===== config.mk =====
export PLATFORM = sky130hd
export DESIGN_NAME = chimera_pmu_sequencer
export DESIGN_NICKNAME = d
export VERILOG_FILES = /design/src/rtl/chimera_pkg.sv /design/src/rtl/chimera_pmu_cluster_fsm.sv /design/src/rtl/chimera_pmu_sequencer.sv
export SDC_FILE = /design/constraint.sdc
export NUM_CORES = 1
export LEC_CHECK = 0
export ABC_AREA = 1
export CAP_MARGIN = 20
export CELL_PAD_IN_SITES_DETAIL_PLACEMENT = 1
export CELL_PAD_IN_SITES_GLOBAL_PLACEMENT = 1
export CORE_MARGIN = 3
export CORE_UTILIZATION = 35
export DETAILED_ROUTE_END_ITERATION = 16
export PLACE_DENSITY_LB_ADDON = 0.25
export SLEW_MARGIN = 40
export SYNTH_ARGS = -nofsm -noshare
export SYNTH_HDL_FRONTEND = slang
export SYNTH_HIERARCHICAL = 1
export SYNTH_SLANG_ARGS = --single-unit

===== constraint.sdc =====
create_clock -name clk_i -period 1.63 [get_ports clk_i]
set_clock_uncertainty 0.15 [all_clocks]
set_input_delay 0.163 -clock clk_i [delete_from_list [all_inputs] [get_ports clk_i]]
set_output_delay 0.163 -clock clk_i [all_outputs]
set_load 0.005 [all_outputs]

===== src/rtl/chimera_pkg.sv =====
// Shared types for the Chimera power-management sequencer: per-cluster FSM
// states and the (reset, clock-enable, isolation) drive triple each state implies.
package chimera_pkg;

  typedef enum logic [2:0] {
    PMU_OFF    = 3'd0,
    PMU_UP_RST = 3'd1,
    PMU_UP_ISO = 3'd2,
    PMU_ON     = 3'd3,
    PMU_DN_ISO = 3'd4,
    PMU_DN_RST = 3'd5
  } pmu_state_e;

  typedef struct packed {
    logic rst_n;
    logic clk_en;
    logic iso;
  } pmu_drive_t;

  // Maps a state to the cluster controls; anything unknown falls back to the
  // safe powered-off drive (reset low, clock gated, isolated).
  function automatic pmu_drive_t pmu_drive(input pmu_state_e st);
    pmu_drive_t d;
    d = '{rst_n: 1'b0, clk_en: 1'b0, iso: 1'b1};
    case (st)
      PMU_UP_RST: d = '{rst_n: 1'b0, clk_en: 1'b1, iso: 1'b1};
      PMU_UP_ISO: d = '{rst_n: 1'b1, clk_en: 1'b1, iso: 1'b0};
      PMU_ON:     d = '{rst_n: 1'b1, clk_en: 1'b1, iso: 1'b0};
      PMU_DN_ISO: d = '{rst_n: 1'b1, clk_en: 1'b1, iso: 1'b1};
      PMU_DN_RST: d = '{rst_n: 1'b0, clk_en: 1'b1, iso: 1'b1};
      default:    d = '{rst_n: 1'b0, clk_en: 1'b0, iso: 1'b1};
    endcase
    return d;
  endfunction

endpackage


===== src/rtl/chimera_pmu_cluster_fsm.sv =====
// Power sequencer for a single cluster: one state machine, one shared
// hold/timeout counter and one sticky isolation-timeout flag.
module chimera_pmu_cluster_fsm
  import chimera_pkg::*;
#(
  parameter int unsigned RstHoldCycles    = 8,
  parameter int unsigned AckTimeoutCycles = 256,
  parameter bit          AutoBoot         = 1'b1
) (
  input  logic clk_i,
  input  logic rst_ni,
  input  logic req_valid_i,
  input  logic req_on_i,
  output logic req_ready_o,
  input  logic iso_ack_i,
  input  logic timeout_clr_i,
  output logic rst_no,
  output logic clk_en_o,
  output logic iso_en_o,
  output logic on_o,
  output logic busy_o,
  output logic timeout_o
);

  localparam int unsigned CntMax = (RstHoldCycles > AckTimeoutCycles) ? RstHoldCycles
                                                                       : AckTimeoutCycles;
  localparam int unsigned CntW   = $clog2(CntMax + 1);

  localparam logic [CntW-1:0] RstLast  = CntW'(RstHoldCycles - 1);
  localparam logic [CntW-1:0] AckLimit = CntW'(AckTimeoutCycles);
  localparam logic [CntW-1:0] CntSat   = CntW'(CntMax);

  pmu_state_e      state_q, state_d;
  logic [CntW-1:0] cnt_q, cnt_d;
  logic            boot_q;
  logic            timeout_q;
  logic            set_timeout;
  logic            accept;
  pmu_drive_t      drive;

  assign req_ready_o = (state_q == PMU_OFF) || (state_q == PMU_ON);
  assign accept      = req_valid_i && req_ready_o;

  // Next-state decode; the ack check wins over the timeout in the same cycle,
  // and redundant requests are accepted without leaving OFF or ON.
  always_comb begin
    state_d     = state_q;
    set_timeout = 1'b0;
    unique case (state_q)
      PMU_OFF: begin
        if (boot_q || (accept && req_on_i)) state_d = PMU_UP_RST;
      end
      PMU_UP_RST: begin
        if (cnt_q == RstLast) state_d = PMU_UP_ISO;
      end
      PMU_UP_ISO: begin
        if (!iso_ack_i) begin
          state_d = PMU_ON;
        end else if (cnt_q == AckLimit) begin
          state_d     = PMU_ON;
          set_timeout = 1'b1;
        end
      end
      PMU_ON: begin
        if (accept && !req_on_i) state_d = PMU_DN_ISO;
      end
      PMU_DN_ISO: begin
        if (iso_ack_i) begin
          state_d = PMU_DN_RST;
        end else if (cnt_q == AckLimit) begin
          state_d     = PMU_DN_RST;
          set_timeout = 1'b1;
        end
      end
      PMU_DN_RST: begin
        if (cnt_q == RstLast) state_d = PMU_OFF;
      end
      default: state_d = PMU_OFF;
    endcase
  end

  // Counter restarts at zero on every state entry and otherwise saturates.
  always_comb begin
    cnt_d = cnt_q;
    if (state_d != state_q) begin
      cnt_d = '0;
    end else if (cnt_q != CntSat) begin
      cnt_d = cnt_q + CntW'(1);
    end
  end

  // State, counter, one-shot boot request and sticky timeout (set beats clear).
  always_ff @(posedge clk_i or negedge rst_ni) begin
    if (!rst_ni) begin
      state_q   <= PMU_OFF;
      cnt_q     <= '0;
      boot_q    <= AutoBoot;
      timeout_q <= 1'b0;
    end else begin
      state_q <= state_d;
      cnt_q   <= cnt_d;
      boot_q  <= 1'b0;
      if (set_timeout) begin
        timeout_q <= 1'b1;
      end else if (timeout_clr_i) begin
        timeout_q <= 1'b0;
      end
    end
  end

  assign drive     = pmu_drive(state_q);
  assign rst_no    = drive.rst_n;
  assign clk_en_o  = drive.clk_en;
  assign iso_en_o  = drive.iso;
  assign on_o      = (state_q == PMU_ON);
  assign busy_o    = !req_ready_o;
  assign timeout_o = timeout_q;

endmodule


===== src/rtl/chimera_pmu_sequencer.sv =====
// Per-cluster power sequencer feeding the reset, clock-gate and isolation
// controls of the Chimera SoC top; one independent FSM per cluster.
module chimera_pmu_sequencer
  import chimera_pkg::*;
#(
  parameter int unsigned NumClusters      = 5,
  parameter int unsigned RstHoldCycles    = 8,
  parameter int unsigned AckTimeoutCycles = 256,
  parameter bit          AutoBoot         = 1'b1
) (
  input  logic                   clk_i,
  input  logic                   rst_ni,
  input  logic [NumClusters-1:0] req_valid_i,
  input  logic [NumClusters-1:0] req_on_i,
  output logic [NumClusters-1:0] req_ready_o,
  output logic [NumClusters-1:0] pmu_rst_clusters_no,
  output logic [NumClusters-1:0] pmu_clkgate_en_clusters_o,
  output logic [NumClusters-1:0] pmu_iso_en_clusters_o,
  input  logic [NumClusters-1:0] pmu_iso_ack_clusters_i,
  output logic [NumClusters-1:0] cluster_on_o,
  output logic [NumClusters-1:0] timeout_o,
  input  logic [NumClusters-1:0] timeout_clr_i,
  output logic                   busy_o
);

  logic [NumClusters-1:0] busy_vec;

  for (genvar i = 0; i < NumClusters; i++) begin : g_cluster
    chimera_pmu_cluster_fsm #(
      .RstHoldCycles   (RstHoldCycles),
      .AckTimeoutCycles(AckTimeoutCycles),
      .AutoBoot        (AutoBoot)
    ) u_fsm (
      .clk_i        (clk_i),
      .rst_ni       (rst_ni),
      .req_valid_i  (req_valid_i[i]),
      .req_on_i     (req_on_i[i]),
      .req_ready_o  (req_ready_o[i]),
      .iso_ack_i    (pmu_iso_ack_clusters_i[i]),
      .timeout_clr_i(timeout_clr_i[i]),
      .rst_no       (pmu_rst_clusters_no[i]),
      .clk_en_o     (pmu_clkgate_en_clusters_o[i]),
      .iso_en_o     (pmu_iso_en_clusters_o[i]),
      .on_o         (cluster_on_o[i]),
      .busy_o       (busy_vec[i]),
      .timeout_o    (timeout_o[i])
    );
  end

  assign busy_o = |busy_vec;

endmodule


==> flow_metrics.env <==
export IMPL_syn2layout_area_growth_pct=90.26
export IMPL_die_area_sq_um=14440
export IMPL_setup_violations=85
export IMPL_cts_sinks=70
export IMPL_initial_utilization_pct=35.99
export IMPL_cts_buffers_inserted=9
export IMPL_route_met2_wl_microns=14520
export IMPL_worstSetupStartpointType="register"
export IMPL_wl_met3_microns=1282
export IMPL_p_per_area_nw_per_um2=1927
export IMPL_grt_pass1_wl_microns=32140
export IMPL_clockBufferDepth=2
export IMPL_min_path_type="input port to async pin"
export IMPL_drt_iter0_drc=344
export IMPL_setup_tns_final_ns=-19.38
export IMPL_drt_pass1_iter_count=5
export IMPL_drive_gt1_share_pct=63.21
export IMPL_synth_nets=632
export IMPL_vias=5675
export IMPL_layout_min_cycle_time_ns=2.159
export IMPL_htree_levels=3
export IMPL_dieHeight_microns=120.2
export IMPL_finalHoldViolations=0
export IMPL_clock_latency_ns=0.37
export IMPL_path_max_fanout=5
export IMPL_wl_microns=27060
export IMPL_design_core_area_sq_um=12670
export IMPL_placedCellCount=937
export IMPL_ys_ff_latch=70
export IMPL_fp_dieW_microns=120.2
export IMPL_max_stage_delay_ns=0.46
export IMPL_synth_compound_area_share_pct=4.362
export IMPL_drt_met1_wl_microns=9545
export IMPL_worst_ep_required_time_ns=1.76
export IMPL_num_rows=41
export IMPL_ant_nets=0
export IMPL_vias_per_cell=5.364
export IMPL_drv_slew=0
export IMPL_wl_per_cell_microns=25.58
export IMPL_ioPinCount=53
export IMPL_highest_layer="met4"
export IMPL_outcome="finished with violations"
export IMPL_grt_use_total_pct=28.97
export IMPL_n_antenna_cell=0
export IMPL_antenna_found_initial=0
export IMPL_gp_congestion=0.8305
export IMPL_slowest_stage="dfrtp_1"
export IMPL_synth_top_family_by_area="simple AND/OR/NAND/NOR gates"
export IMPL_worstPathArrival_ns=2.29
export IMPL_yosysUniqueCellTypes=27
export IMPL_dp_hpwl_microns=9869
export IMPL_holdWs_ns=0.1403
export IMPL_setup_worst_path_class="register to register"
export IMPL_peakVddDrop_v=0.001258
export IMPL_cts_root_buf="clkbuf_16"
export IMPL_p_leak_nw=4.144
export IMPL_synth_xor_area_share_pct=7.298
export IMPL_overflow=0
export IMPL_final_period_utilization_pct=132.4
export IMPL_rsz0062_at_grt="yes"
export IMPL_drv_cap=0
export IMPL_fin_util_pct=68.48
export IMPL_seq_area_frac_synth_pct=38.55
export IMPL_finalNonFillerCells=1058
export IMPL_post_synth_mux_area_share_pct=0
export IMPL_mostFrequentLayoutCells="147 x buf_4, 81 x buf_6, 63 x nand2_1"
export IMPL_port_buffer_count=52
export IMPL_syn_instance_count=600
export IMPL_clk_pin_slew_worst_paths_ns=0.07
export IMPL_worst_path_most_repeated_cell="nand2_4"
export IMPL_layout_commonest_cell="buf_4"
export IMPL_grt_pass1_vias=6010
export IMPL_cp_cell_sequence="ha_2 > nand2_2 > nor2_4 > nand2_4 > nand2_4 > nor2_2 > a21oi_4 > nand2_2 > nand2_4 > nand3_4 > nor2_2"
export IMPL_finalNetCount=913
export IMPL_synth_fa_ha_area_share_pct=2.743
export IMPL_fmax_ghz=0.4632
export IMPL_cp_end_kind="register"
export IMPL_cts_tree="done"
export IMPL_ys_warn_count=6
export IMPL_syn_cell_area_sq_um=4561
export IMPL_syn_area_per_cell_sq_um=7.601
export IMPL_synthSimpleGateAreaFrac_pct=36.68
export IMPL_violations="negative setup slack"
export IMPL_drcViolationCount=0
export IMPL_grt_start_max_net_pins=29
export IMPL_fin_ws_ns=-0.5289
-- area by class of cell --
cell class / count / area [sq um]
multi-input cells: 414 / 3465
repair buffers: 265 / 2406
inverters: 121 / 496.7
clock buffers: 10 / 239.0
fillers: 1407 / 3994
clock inverters: 6 / 85.08
flip-flops and latches: 70 / 1770
well taps: 172 / 215.2
-- worst max-delay path: cells and delay by family (launching register included) --
family,cells,cell delay [ns]
compound gates,1,0.14
fa+ha+maj,1,0.25
flops,1,0.46
simple gates,9,1.07
-- power by group --
part	switching (W)	internal (W)	total [W]
Combinational	0.00665	0.00509	0.0117
Sequential	0.000546	0.00215	0.00270
Clock	0.000905	0.00138	0.00228
Total	0.00810	0.00862	0.0167
-- metrics by stage --
stage	area, sq um	setup WS [ns]	total power [W]
3_3_place_gp	6182	-0.1256	0.008153
5_1_grt	8677	-0.5275	0.01729
3_5_place_dp	6182	-0.2269	0.008425
6_report	8677	-0.5289	0.01672
2_1_floorplan	4576	-0.02506	0.005776
4_1_cts	7727	-0.2076	0.01325
-- sequential cells by signal, summed over array words and instances (netlist names) --
| name | cells |
|---|---|
| g_cluster.u_fsm/timeout_o | 5 |
| g_cluster.u_fsm/state_q | 15 |
| g_cluster.u_fsm/cnt_q | 45 |
| g_cluster.u_fsm/boot_q | 5 |
-- path summary, 6_finish.rpt --
path | startpoint | to | slack, ns | depth (start not counted)
max | g_cluster[4].u_fsm/cnt_q[0] | g_cluster[4].u_fsm/cnt_q[3] | -0.53 | 11
min | rst_ni | g_cluster[0].u_fsm/timeout_o | 0.14 | 2
max reg2reg | g_cluster[4].u_fsm/cnt_q[0] | g_cluster[4].u_fsm/cnt_q[3] | -0.53 | 11
min reg2reg | g_cluster[2].u_fsm/timeout_o | g_cluster[2].u_fsm/timeout_o | 0.39 | 2
max in group asynchronous | rst_ni | g_cluster[3].u_fsm/boot_q | 0.59 | 3
min in group clk_i | timeout_clr_i[2] | g_cluster[2].u_fsm/timeout_o | 0.24 | 2
-- routing by layer --
layer	global-route usage, %	vias to the layer above
met4	14.96	0
met1	29.71	2874
met5	0	-
met3	4.948	137
li1	-	2398
met2	55.64	266
-- what timing repair did --
item	in CTS	in global routing
gates cloned	5	0
buffers inserted	75	36
resized for setup	300	176
endpoints found under the setup margin	72	84
hold endpoints to repair	68	0
pin swaps	73	93
hold buffers	1	0
-- cells in the mapped netlist (all sizes together) --
| cell type | n | area share [%] |
|---|---|---|
| a21oi | 14 | 1.8 |
| clkinv | 5 | 0.41 |
| conb | 5 | 0.41 |
| dfrtp | 65 | 36 |
| dfstp | 5 | 2.9 |
| ha | 10 | 2.7 |
| inv | 116 | 9.5 |
| nand2 | 134 | 13 |
| nand3 | 55 | 8.0 |
| nand3b | 5 | 0.82 |
| nand4 | 9 | 1.2 |
| nor2 | 115 | 13 |
| nor3 | 4 | 0.88 |
| o21ai | 9 | 1.1 |
| o22ai | 5 | 0.69 |
| o31ai | 5 | 0.82 |
| or2 | 1 | 0.14 |
| xor2 | 38 | 7.3 |
-- cell families after synthesis --
family | after synthesis
other | 5
adders and majority gates | 10
DFF | 70
AOI/OAI and AO/OA | 33
and+or+nand+nor | 323
buffers and inverters | 121
xor gates and xnor gates | 38
Note: power is estimated with default switching activity, not from simulation.
